--- src/rtl/mem_bus_arbiter_pkg.sv ---
// Shared types for the fetch/data memory bus arbiter:
// FSM state encoding, default widths and the wait counter sizing.
package mem_bus_arbiter_pkg;

    localparam int ARB_ADDR_W = 32;
    localparam int ARB_DATA_W = 32;
    localparam int ARB_WAIT   = 1;

    typedef enum logic [2:0] {
        ST_IDLE  = 3'd0,
        ST_GNT_I = 3'd1,
        ST_GNT_D = 3'd2,
        ST_ACK_I = 3'd3,
        ST_ACK_D = 3'd4
    } arb_state_t;

    // Wait counter spans 0..n, never narrower than one bit.
    function automatic int cnt_width(input int n);
        return (n < 1) ? 1 : $clog2(n + 1);
    endfunction

endpackage

--- src/rtl/mem_bus_arbiter.sv ---
// Arbitrates one single-ported memory between instruction fetch and
// data load/store ports, data first, with a wait-state access FSM.
//
// Ports:
//   clk, rst           clock, async active-low reset
//   if_req/if_addr     fetch request in; if_rdata/if_ack out
//   d_req/d_we/d_sel   data request, store flag, byte enables
//   d_addr/d_wdata     data address and store data
//   d_rdata/d_ack      load data and completion pulse
//   mem_*              memory strobes, address, data; mem_rdata in
//   stall_o            pipeline stall while any request is pending
module mem_bus_arbiter
    import mem_bus_arbiter_pkg::*;
#(
    parameter int ADDR_W      = ARB_ADDR_W,
    parameter int DATA_W      = ARB_DATA_W,
    parameter int WAIT_CYCLES = ARB_WAIT
) (
    input  logic                clk,
    input  logic                rst,
    input  logic                if_req,
    input  logic [ADDR_W-1:0]   if_addr,
    output logic [DATA_W-1:0]   if_rdata,
    output logic                if_ack,
    input  logic                d_req,
    input  logic                d_we,
    input  logic [DATA_W/8-1:0] d_sel,
    input  logic [ADDR_W-1:0]   d_addr,
    input  logic [DATA_W-1:0]   d_wdata,
    output logic [DATA_W-1:0]   d_rdata,
    output logic                d_ack,
    output logic                mem_ce,
    output logic                mem_we,
    output logic [DATA_W/8-1:0] mem_sel,
    output logic [ADDR_W-1:0]   mem_addr,
    output logic [DATA_W-1:0]   mem_wdata,
    input  logic [DATA_W-1:0]   mem_rdata,
    output logic                stall_o
);

    localparam int SEL_W = DATA_W / 8;
    localparam int CNT_W = cnt_width(WAIT_CYCLES);
    localparam logic [CNT_W-1:0] CNT_LAST = CNT_W'(WAIT_CYCLES);

    arb_state_t        state_q, state_d;
    logic [CNT_W-1:0]  cnt_q;
    logic              req_we_q;
    logic [SEL_W-1:0]  req_sel_q;
    logic [ADDR_W-1:0] req_addr_q;
    logic [DATA_W-1:0] req_wdata_q;
    logic [DATA_W-1:0] if_rdata_q;
    logic [DATA_W-1:0] d_rdata_q;

    logic in_gnt;
    logic last;

    assign in_gnt = (state_q == ST_GNT_I) || (state_q == ST_GNT_D);
    assign last   = (cnt_q == CNT_LAST);

    always_comb begin
        state_d = state_q;
        unique case (state_q)
            ST_IDLE: begin
                if (d_req)
                    state_d = ST_GNT_D;
                else if (if_req)
                    state_d = ST_GNT_I;
            end
            ST_GNT_I: if (last) state_d = ST_ACK_I;
            ST_GNT_D: if (last) state_d = ST_ACK_D;
            ST_ACK_I: state_d = ST_IDLE;
            ST_ACK_D: state_d = ST_IDLE;
            default:  state_d = ST_IDLE;
        endcase
    end

    always_ff @(posedge clk or negedge rst) begin
        if (!rst) begin
            state_q <= ST_IDLE;
        end else begin
            state_q <= state_d;
        end
    end

    // Counter only advances inside a grant and restarts at every access.
    always_ff @(posedge clk or negedge rst) begin
        if (!rst) begin
            cnt_q <= '0;
        end else if (in_gnt && !last) begin
            cnt_q <= cnt_q + CNT_W'(1);
        end else begin
            cnt_q <= '0;
        end
    end

    // Requester fields are latched once at grant; the port may change
    // afterwards without disturbing the access in flight.
    always_ff @(posedge clk or negedge rst) begin
        if (!rst) begin
            req_we_q    <= 1'b0;
            req_sel_q   <= '0;
            req_addr_q  <= '0;
            req_wdata_q <= '0;
        end else if (state_q == ST_IDLE) begin
            if (d_req) begin
                req_we_q    <= d_we;
                req_sel_q   <= d_we ? d_sel : {SEL_W{1'b1}};
                req_addr_q  <= d_addr;
                req_wdata_q <= d_wdata;
            end else if (if_req) begin
                req_we_q    <= 1'b0;
                req_sel_q   <= {SEL_W{1'b1}};
                req_addr_q  <= if_addr;
                req_wdata_q <= '0;
            end
        end
    end

    always_ff @(posedge clk or negedge rst) begin
        if (!rst) begin
            if_rdata_q <= '0;
            d_rdata_q  <= '0;
        end else if (last) begin
            if (state_q == ST_GNT_I)
                if_rdata_q <= mem_rdata;
            if (state_q == ST_GNT_D && !req_we_q)
                d_rdata_q <= mem_rdata;
        end
    end

    // Strobes decode straight from state so an async reset drops them
    // immediately rather than at the next edge.
    assign mem_ce    = in_gnt;
    assign mem_we    = in_gnt && req_we_q;
    assign mem_sel   = in_gnt ? req_sel_q : '0;
    assign mem_addr  = in_gnt ? req_addr_q : '0;
    assign mem_wdata = in_gnt ? req_wdata_q : '0;

    assign if_ack   = (state_q == ST_ACK_I);
    assign d_ack    = (state_q == ST_ACK_D);
    assign if_rdata = if_rdata_q;
    assign d_rdata  = d_rdata_q;
    assign stall_o  = (if_req && !if_ack) || (d_req && !d_ack);

endmodule
--- config.mk ---
export PLATFORM = sky130hd
export DESIGN_NAME = mem_bus_arbiter
export DESIGN_NICKNAME = d
export VERILOG_FILES = /design/src/rtl/mem_bus_arbiter_pkg.sv /design/src/rtl/mem_bus_arbiter.sv
export SDC_FILE = /design/constraint.sdc
export NUM_CORES = 1
export LEC_CHECK = 0
export ABC_AREA = 0
export CAP_MARGIN = 40
export CORE_ASPECT_RATIO = 1.25
export CORE_MARGIN = 10
export CORE_UTILIZATION = 40
export CTS_CLUSTER_DIAMETER = 80
export CTS_CLUSTER_SIZE = 20
export DETAILED_ROUTE_END_ITERATION = 7
export GPL_TIMING_DRIVEN = 0
export PLACE_DENSITY = 0.78
export SYNTH_ARGS = -nofsm -noshare
export SYNTH_HDL_FRONTEND = slang
export SYNTH_SLANG_ARGS = --single-unit
--- constraint.sdc ---
create_clock -name clk -period 2.8 [get_ports clk]
set_clock_uncertainty 0.05 [all_clocks]
set_input_delay 0.56 -clock clk [delete_from_list [all_inputs] [get_ports clk]]
set_output_delay 0.56 -clock clk [all_outputs]
set_load 0.01 [all_outputs]
==> results by group, run 1 <==
Run status
  – Status: finished clean

Clocking
  – CTS root buf: clkbuf_16
  – CTS tree: built
  – TritonCTS Sinks: approximately 140
  – H-tree depth: 4
  – CTS Hold Bufs: 0
  – Num CTS Buffers: 17
  – Clock Latency Late Sink: 0.41 ns
  – Clk slew on worst S/H paths: 0.06 ns
  – Max clock buf depth: 2

Pwr
  – P_leak: 4.267 nW
  – VDD IR max: roughly 0.7 mV
  – Pwr/cell area: around 1100 nW/um^2

Final layout
  – FILL cells: around 1200
  – Share of cells above drive strength 1: 25.99%
  – Final nets: 859
  – Utilization after layout: between 60% and 70%
  – Area grow syn2layout: 58.67%
  – N_diodes: 0

Timing
  – Worst Max-Slew Pin Slew: 0.7719 ns
  – Max transition margin: 48.16%
  – Final worst-path cycle share: between 90% and 100%
  – Worst hold margin: ~0.13 ns
  – Tmin final: 2.702 ns
  – Setup violations, final: 0
  – RSZ-0062 raised after global routing: false
  – Achievable Freq: ~370 MHz
  – Final hold violations: 0
  – Final Slew Violations: 0
  – Setup TNS: 0 ns
  – Worst Slack Setup Final: around 0.1 ns

GRT
  – First-pass GRT wire length: 28.20 mm
  – Gr ovfl total: 0
  – Antenna violations before repair: 0
  – Pin count of the biggest net entering global routing: a little over 80
  – Gr usage total: approximately 18%
  – Vias in the first global route: slightly above 5000

Placement
  – Pre-CTS setup slack: -0.07973 ns
  – IO buf count: 272
  – DP HPWL: ~15 mm
  – GPL Wtd Cong: a little under 0.8

Setup path
  – CP max stage delay: ~0.36 ns
  – Crit start category: register
  – CP max-delay cell: dfrtp_1
  – Critical Path, Cell by Cell: buf_4, nand2b_1, a21oi_4, buf_4, clkbuf_4, and2_1, dlygate4sd2_1
  – CP Data Required Time: 2.19 ns
  – Worst-path fanout max: 10
  – WS Path Type: reg2out
  – Most frequent CP cell: buf_4
  – Worst Path Arrival: between 2 and 2.5 ns
  – Reg2reg setup slack: ~0.81 ns
  – Critical Path End Type: primary output

Hold path
  – Hold Path Class: in2async

Die
  – Num rows: 50
  – DIE AREA: a little over 20000 sq um
  – Core area: approximately 15000 sq um
  – Die W: ~130 um
  – DIE HEIGHT: about 160 um
  – Top Ports: about 270
  – Initial Util: between 40% and 50%

Synth
  – Post-synthesis instance total: between 400 and 500
  – Yosys cell types: 26
  – Post-Syn Area: roughly 6000 sq um
  – Synth Area per Inst: approximately 14 sq um
  – Register area share after synthesis: 57.14%
  – Synthesized Nets: 566
  – FF+latch count, synth: about 140
  – Yosys warning count: 0

Route
  – 1st-iter DRT viols: 206
  – Routed WL: between 15 and 20 mm
  – DR vias: between 4000 and 5000
  – Via/cell ratio: roughly 4.9
  – ANT nets after route: 0
  – DRC viols: 0
  – Drt first pass iters: 4
  – Wire per inst: 20.08 um

Flow run
  – MaxCap Viol Count: 0
[logic make-up (layout without fill, tap and decap cells)]
kind of cell	count (synthesis)	count (layout)	share of synthesized area (%)
buffers and inverters	33	339	3.504
AO/OA/AOI/OAI	43	43	5.839
AND/OR/NAND/NOR	87	87	9.301
flip-flops	137	137	57.14
multiplexers	129	129	24.21
[sequential cells by signal (all words and copies together), names as in the netlist]
name / flops
req_wdata_q: 32
req_addr_q: 32
req_we_q: 1
d_rdata: 32
cnt_q: 1
req_sel_q: 4
state_q: 3
if_rdata: 32
[layer usage]
layer	vias up	wire [um]	track usage [%]
li1	2086	-	-
met5	-	0	0
met2	166	9829	32.76
met1	2231	6563	18.08
met4	0	304	6.384
met3	24	1719	7.775
[Yosys cell counts (all sizes together)]
cell type | count | share of area [%]
o22a | 3 | 0.44
nor2b | 1 | 0.10
nor4 | 1 | 0.35
nand3b | 1 | 0.13
nand2 | 2 | 0.13
nand2b | 3 | 0.31
clkbuf | 9 | 0.56
a22o | 32 | 4.7
and2 | 70 | 7.3
or4 | 1 | 0.13
dfrtp | 137 | 57
a21oi | 4 | 0.40
inv | 3 | 0.19
nor2 | 5 | 0.35
nor4b | 1 | 0.25
o21ai | 4 | 0.33
buf | 21 | 2.8
mux2 | 129 | 24
nor3 | 2 | 0.25
[what timing repair did]
action,CTS,global route
setup endpoints to repair,70,12
pin swaps,1,0
setup buffers,2,0
gates resized for setup,85,8
[final cells by class]
cell class              count  area (sq um)  area share [%]
flip-flops and latches    137          3428           36.01
repair buffers            275          2688           28.23
multi-input cells         259          2371           24.91
clock buffers              20         446.7           4.692
well taps                 182         227.7           2.392
plain buffers              29         221.5           2.326
clock inverters            12         125.1           1.314
inverters                   3         11.26          0.1183
[layout by cell type, fill, tap and decap left out, types with 2 or more instances in the layout]
cell type / synthesis / layout
a21oi_1: 3 / 3
a22o_1: 32 / 32
mux2_2: 124 / 124
clkinv_2: 0 / 5
o22a_1: 3 / 3
o21ai_0: 4 / 4
and2_1: 70 / 70
clkinvlp_4: 0 / 3
dfrtp_1: 137 / 137
nand2b_1: 3 / 2
inv_1: 3 / 3
buf_2: 6 / 6
buf_4: 7 / 9
mux2_1: 5 / 5
clkbuf_1: 9 / 4
nor2_1: 4 / 4
clkbuf_4: 0 / 7
clkbuf_16: 0 / 17
bufinv_16: 0 / 2
clkdlybuf4s50_1: 0 / 201
nand2_1: 2 / 2
clkdlybuf4s15_1: 0 / 7
buf_6: 7 / 8
dlygate4sd2_1: 0 / 63
[critical path: cells and delay by family (launching register included)]
family | cells | cell delay [ns]
buffers and inverters | 4 | 0.81
DFF | 1 | 0.36
AOI/OAI and AO/OA | 1 | 0.17
and+or+nand+nor | 2 | 0.34
[where the power goes]
part / total, mW / internal, mW / switching [mW]
clock network: 2.16 / 1.33 / 0.837
registers: 3.37 / 2.91 / 0.454
logic: 5.15 / 2.93 / 2.21
[per-stage QoR]
step	std cells	total power [mW]	area, sq um
floorplan	429	5.950	6000
global placement	883	8.690	8950
detailed placement	884	8.888	8979
CTS	918	10.83	9512
global route	917	11.36	9519
finish	917	10.68	9519
[path summary, 6_finish.rpt]
| kind | startpoint | end | depth (start not counted) |
|---|---|---|---|
| setup / recovery | state_q[1] | mem_addr[19] | 7 |
| hold / removal | rst | req_wdata_q[5] | 1 |
| setup reg to reg | state_q[1] | req_sel_q[3] | 4 |
| hold reg to reg | cnt_q | cnt_q | 1 |
| max in group asynchronous | rst | req_addr_q[6] | 2 |
| min in group clk | cnt_q | cnt_q | 1 |
Power figures use the tool's default switching activity.
==> run 2, diff against run 1 <==
CORE_ASPECT_RATIO = 1.5   (was 1.25)
==> run 2 against run 1 <==
Compared with the run above:
- global-route usage is 0.24 points higher
- largest power group unchanged
- routed wire length is 3.1% higher
- sequential cell count stayed put
==> results by group, run 2 (same netlist as run 1, synthesis figures left out) <==
Run status
  – Status: finished clean

Setup path
  – Worst Path Arrival: 2.09 ns
  – Worst reg2reg path depth: 4
  – CP startpoint: state_q[1]
  – Family with the most delay on the worst path: buffers and inverters
  – WS Path Type: reg2out
  – Setup crit end: mem_addr[7]
  – Worst-path fanout max: 10
  – FF-to-FF Start: state_q[1]
  – CP Data Required Time: between 2 and 2.5 ns
  – Worst path depth: 7
  – Reg2reg setup slack: 0.71 ns
  – CP max stage delay: 0.37 ns
  – Crit Reg-Reg Endpoint: req_addr_q[31]
  – Critical Path, Cell by Cell: buf_4, nand2b_1, a21oi_4, buf_12, clkbuf_4, and2_1, dlygate4sd2_1
  – Critical Path End Type: primary output
  – Crit start category: register
  – CP Buf/Inv Count: 4
  – CP max-delay cell: dfrtp_1

Placement
  – GPL Wtd Cong: a little under 0.8
  – IO buf count: about 270
  – DP HPWL: between 15 and 20 mm
  – Placed inst area: approximately 9000 sq um

Clocking
  – TritonCTS Sinks: about 140
  – Clock Latency Late Sink: roughly 0.40 ns
  – Clk slew on worst S/H paths: about 0.060 ns
  – CTS root buf: clkbuf_16
  – CTS tree: built
  – Num CTS Buffers: 17
  – Max clock buf depth: 2
  – H-tree depth: 4

GRT
  – Gr ovfl total: 0
  – Vias in the first global route: ~5000
  – Gr usage total: about 18%
  – Pin count of the biggest net entering global routing: 70
  – First-pass GRT wire length: between 20 and 30 mm
  – Antenna violations before repair: 0

Final layout
  – N_diodes: 0
  – Multi-input logic area: roughly 2400 sq um
  – Register area: between 3000 and 4000 sq um
  – Area grow syn2layout: 59.54%
  – Final Cell Area: 9572 sq um
  – Share of cells above drive strength 1: between 20% and 30%
  – Commonest non-fill, non-tap cell in the layout: clkdlybuf4s50_1
  – Commonest non-fill, non-tap cells in the layout: clkdlybuf4s50_1, dfrtp_1, mux2_2, and2_1, dlygate4sd2_1
  – Final nets: roughly 860
  – FILL cells: 1171

Timing
  – Final worst-path cycle share: a little over nine tenths
  – RSZ-0062 raised after global routing: false
  – Max transition margin: roughly two fifths
  – Worst hold margin: 0.07702 ns
  – Final hold violations: 0
  – Final Slew Violations: 0
  – Worst Max-Slew Pin Slew: about 0.88 ns
  – Tmin final: 2.700 ns
  – Achievable Freq: approximately 370 MHz
  – Setup violations, final: 0

Route
  – DRC viols: 0
  – Metal2 WL: ~11 mm
  – 1st-iter DRT viols: 159
  – ANT nets after route: 0
  – M1 WL: ~7 mm
  – Routed WL: approximately 19 mm
  – Drt first pass iters: 4
  – Top Metal Used: met4
  – Via/cell ratio: roughly 4.8
  – DR vias: around 4500
  – Met3 wire len: approximately 1.3 mm
  – Wire per inst: 20.43 um

Die
  – Core area: about 15000 sq um
  – Num rows: 54
  – DIE HEIGHT: 170.0 um
  – Die W: ~120 um
  – Top Ports: between 200 and 300
  – DIE AREA: between 20000 and 25000 sq um
  – Initial Util: between 40 and 50%

Pwr
  – VDD IR max: slightly below 0.6 mV
  – P_leak: 4.285 nW
  – Pwr/cell area: between 1000 and 1500 nW/um^2

Hold path
  – Hold Path Class: in2async

Flow run
  – MaxCap Viol Count: 0
[run 2: metrics by stage]
step	worst slack (ns)	util, %	power, mW	setup TNS (ns)	cells
after floorplan	0.7140	-	5.950	0	429
after global placement	-4.032	61.16	8.752	-552.45	897
after detailed placement	-0.1506	61.36	8.952	-2.892	898
after CTS	0.04916	65.23	11.01	0	930
after global routing	0.0002705	65.28	11.49	0	930
final	0.09970	65.28	10.83	0	930
[run 2: worst min path at each step]
stage / cells past startpoint / endpoint / slack (ns)
global route: 1 / req_addr_q[6] / 0.12
floorplan: 0 / cnt_q / 0.21
global placement: 1 / cnt_q / 0.41
CTS: 1 / req_addr_q[6] / 0.1
finish: 1 / req_addr_q[6] / 0.08
detailed placement: 1 / cnt_q / 0.41
[run 2: power breakdown]
group          internal, mW  total [mW]  switching, mW
combinational          2.95        5.23           2.28
sequential             2.91        3.36          0.449
clock                  1.36        2.25          0.890
[run 2: area by class of cell]
| type | count | area share, % |
|---|---|---|
| multi-input cells | 259 | 24.75 |
| well taps | 196 | 2.562 |
| plain buffers | 29 | 2.379 |
| repair buffers | 274 | 28.12 |
| clock buffers | 18 | 4.588 |
| inverters | 3 | 0.1176 |
| clock inverters | 14 | 1.673 |
| flip-flops and latches | 137 | 35.82 |
[run 2: routing by layer]
layer	global-route usage, %	up-vias
met4	5.684	0
li1	-	2093
met1	19.23	2253
met2	33.97	155
met5	0	-
met3	5.896	6
[run 2: what timing repair did]
item,in CTS,in global routing
gates resized for setup,86,6
endpoints found under the hold margin,0,0
buffers inserted,1,0
hold buffers,0,0
setup endpoints to repair,71,6
pin swaps,1,0
[run 2: worst reg2reg max path: cells and delay by family, from the launching register on]
family        cells  cell delay (ns)
flops             1             0.37
mux               1             0.35
simple gates      1             0.78
buf+inv           2             0.43
==> run 3, diff against run 2 <==
CORE_UTILIZATION = 41   (was 40)
PLACE_DENSITY = 0.79   (was 0.78)
==> run 3 against run 2 <==
Compared with the run above:
- sequential power about the same
- routed wire length decreased by 1.0%
- first-iteration DRC count increased by 16%
- setup slack about the same
- fmax about the same
- cell count increased by 0.11%
==> results by group, run 3 (same netlist as run 1, synthesis figures left out) <==
Run status
  – Status: finished clean

Timing
  – Setup TNS: 0 ns
  – Achievable Freq: between 300 and 400 MHz
  – Tmin final: ~2.7 ns
  – Worst Max-Slew Pin Slew: 0.7766 ns
  – Setup violations, final: 0
  – Final Slew Violations: 0
  – Final worst-path cycle share: between 90% and 100%
  – Worst hold margin: approximately 0.069 ns
  – Max transition margin: between 40% and 50%
  – RSZ-0062 raised after global routing: false
  – Final hold violations: 0
  – Worst Slack Setup Final: between 0.09 and 0.1 ns

GRT
  – Gr usage total: a little under a fifth
  – Vias in the first global route: ~5100
  – Grt met2 use: about a third
  – M3 GR Usage: roughly 7.4%
  – Gr ovfl total: 0
  – GRT Max-Usage Layer: met2
  – Antenna violations before repair: 0
  – First-pass GRT wire length: between 20 and 30 mm
  – Pin count of the biggest net entering global routing: 74
  – Met1 usage in global routing: a little under a fifth

Hold path
  – Hold Path Class: in2async

Clocking
  – Clock Latency Late Sink: about 0.4 ns
  – CTS tree: built
  – CTS root buf: clkbuf_16
  – H-tree depth: 4
  – CTS Hold Bufs: 0
  – TritonCTS Sinks: ~140
  – Clk slew on worst S/H paths: 0.07 ns
  – Num CTS Buffers: 17
  – Max clock buf depth: 2

Die
  – Initial Util: just over 40%
  – Core area: roughly 14000 sq um
  – Die W: roughly 120 um
  – DIE AREA: roughly 20000 sq um
  – DIE HEIGHT: between 150 and 200 um
  – Num rows: 54
  – Top Ports: around 270

Placement
  – GPL Wtd Cong: 0.7691
  – Placed cells: approximately 900
  – IO buf count: between 200 and 300
  – Pre-CTS setup slack: -0.1642 ns
  – DP HPWL: ~15 mm

Final layout
  – Utilization after layout: around 66%
  – Post-Layout Cell Count: ~930
  – N_diodes: 0
  – Commonest non-fill, non-tap cells in the layout: clkdlybuf4s50_1, dfrtp_1, mux2_2, and2_1, dlygate4sd2_1
  – Area grow syn2layout: 59.31%
  – Final nets: 859
  – Commonest non-fill, non-tap cell in the layout: clkdlybuf4s50_1
  – FILL cells: about 1200
  – Share of cells above drive strength 1: a little over a quarter

Setup path
  – Worst-path fanout max: 10
  – WS Path Type: reg2out
  – Family with the most delay on the worst path: buffers and inverters
  – CP max-delay cell: dfrtp_1
  – Critical Path End Type: primary output
  – CP Buf/Inv Count: 4
  – Worst Path Arrival: about 2.1 ns
  – Crit start category: register
  – Critical Path, Cell by Cell: buf_6, nand2b_2, a21oi_4, buf_4, clkbuf_4, and2_1, dlygate4sd2_1
  – CP max stage delay: around 0.37 ns
  – CP Data Required Time: between 2 and 2.5 ns

Route
  – Routed WL: about 19 mm
  – 1st-iter DRT viols: between 150 and 200
  – Wire per inst: roughly 20 um
  – DRC viols: 0
  – Drt first pass iters: 4
  – DR vias: around 4500
  – Via/cell ratio: ~4.9
  – ANT nets after route: 0

Pwr
  – Pint: 7.148 mW
  – Gate power share: 48.6%
  – Sequential share of power: 31.2%
  – Pwr/cell area: ~1100 nW/um^2
  – Sw Share: roughly 33%
  – P_leak: about 4.3 nW
  – Psw: approximately 3.6 mW
  – Clock power share: between 20% and 30%
  – VDD IR max: around 0.55 mV

Flow run
  – MaxCap Viol Count: 0
## run 3: cell types whose count changed in the layout (fill, tap and decap cells not counted)
cell / before / now
clkbuf_4: 6 / 5
clkdlybuf4s15_1: 6 / 2
clkbuf_8: 2 / 3
bufinv_16: 2 / 1
dlygate4sd2_1: 64 / 68
nand2b_1: 3 / 2
nand2b_2: 0 / 1
clkinv_2: 1 / 2
buf_4: 7 / 8
## run 3: metal layers
| layer | wire [um] | share of wire [%] |
|---|---|---|
| met3 | 1491 | 7.9 |
| met5 | 0 | 0 |
| met2 | 10210 | 54 |
| met4 | 343 | 1.8 |
| met1 | 6758 | 36 |
## run 3: power by group through the flow
| stage | Combinational [mW] | Sequential [mW] | Clock [mW] |
|---|---|---|---|
| finish | 5.22 | 3.35 | 2.16 |
| CTS | 5.32 | 3.36 | 2.22 |
| floorplan | 2.46 | 3.49 | 0 |
| global route | 5.60 | 3.46 | 2.31 |
| global placement | 5.42 | 3.32 | 0 |
| detailed placement | 5.53 | 3.39 | 0 |
## run 3: what timing repair did
| item | CTS | global route |
|---|---|---|
| resized for setup | 87 | 3 |
| endpoints found under the setup margin | 71 | 7 |
| setup buffers | 2 | 0 |
| pin swaps | 1 | 1 |
| gates cloned | 0 | 0 |
## run 3: layout make-up
| cell class | count | area (sq um) | area share, % |
|---|---|---|---|
| inverter | 3 | 11.26 | 0.1178 |
| tap | 196 | 245.2 | 2.566 |
| clock buffer | 18 | 439.2 | 4.595 |
| sequential | 137 | 3428 | 35.87 |
| timing repair buffer | 275 | 2694 | 28.18 |
| clock inverter | 14 | 135.1 | 1.414 |
| buffer | 29 | 234.0 | 2.448 |
| multi-input combinational | 259 | 2371 | 24.81 |
## run 3: final timing paths
kind / start / to / slack (ns) / cells after the start
worst max-delay path: state_q[0] / mem_wdata[8] / 0.1 / 7
max in group asynchronous: rst / req_wdata_q[26] / 1.85 / 2
worst min-delay path: rst / if_rdata[26] / 0.07 / 1
min in group clk: cnt_q / cnt_q / 0.43 / 1
worst min register to register: cnt_q / cnt_q / 0.43 / 1
worst max register to register: state_q[1] / req_addr_q[17] / 0.79 / 4
## run 3: worst register-to-register path: cells and delay by family (launching register included)
kind,cells,cell delay (ns)
buf+inv,2,0.42
flops,1,0.37
mux,1,0.34
simple gates,1,0.70
## run 3: through the flow
| stage | cell area (sq um) | power, mW |
|---|---|---|
| 4_1_cts | 9553 | 10.90 |
| 3_3_place_gp | 8967 | 8.741 |
| 6_report | 9558 | 10.74 |
| 2_1_floorplan | 6000 | 5.950 |
| 5_1_grt | 9558 | 11.37 |
| 3_5_place_dp | 8996 | 8.913 |
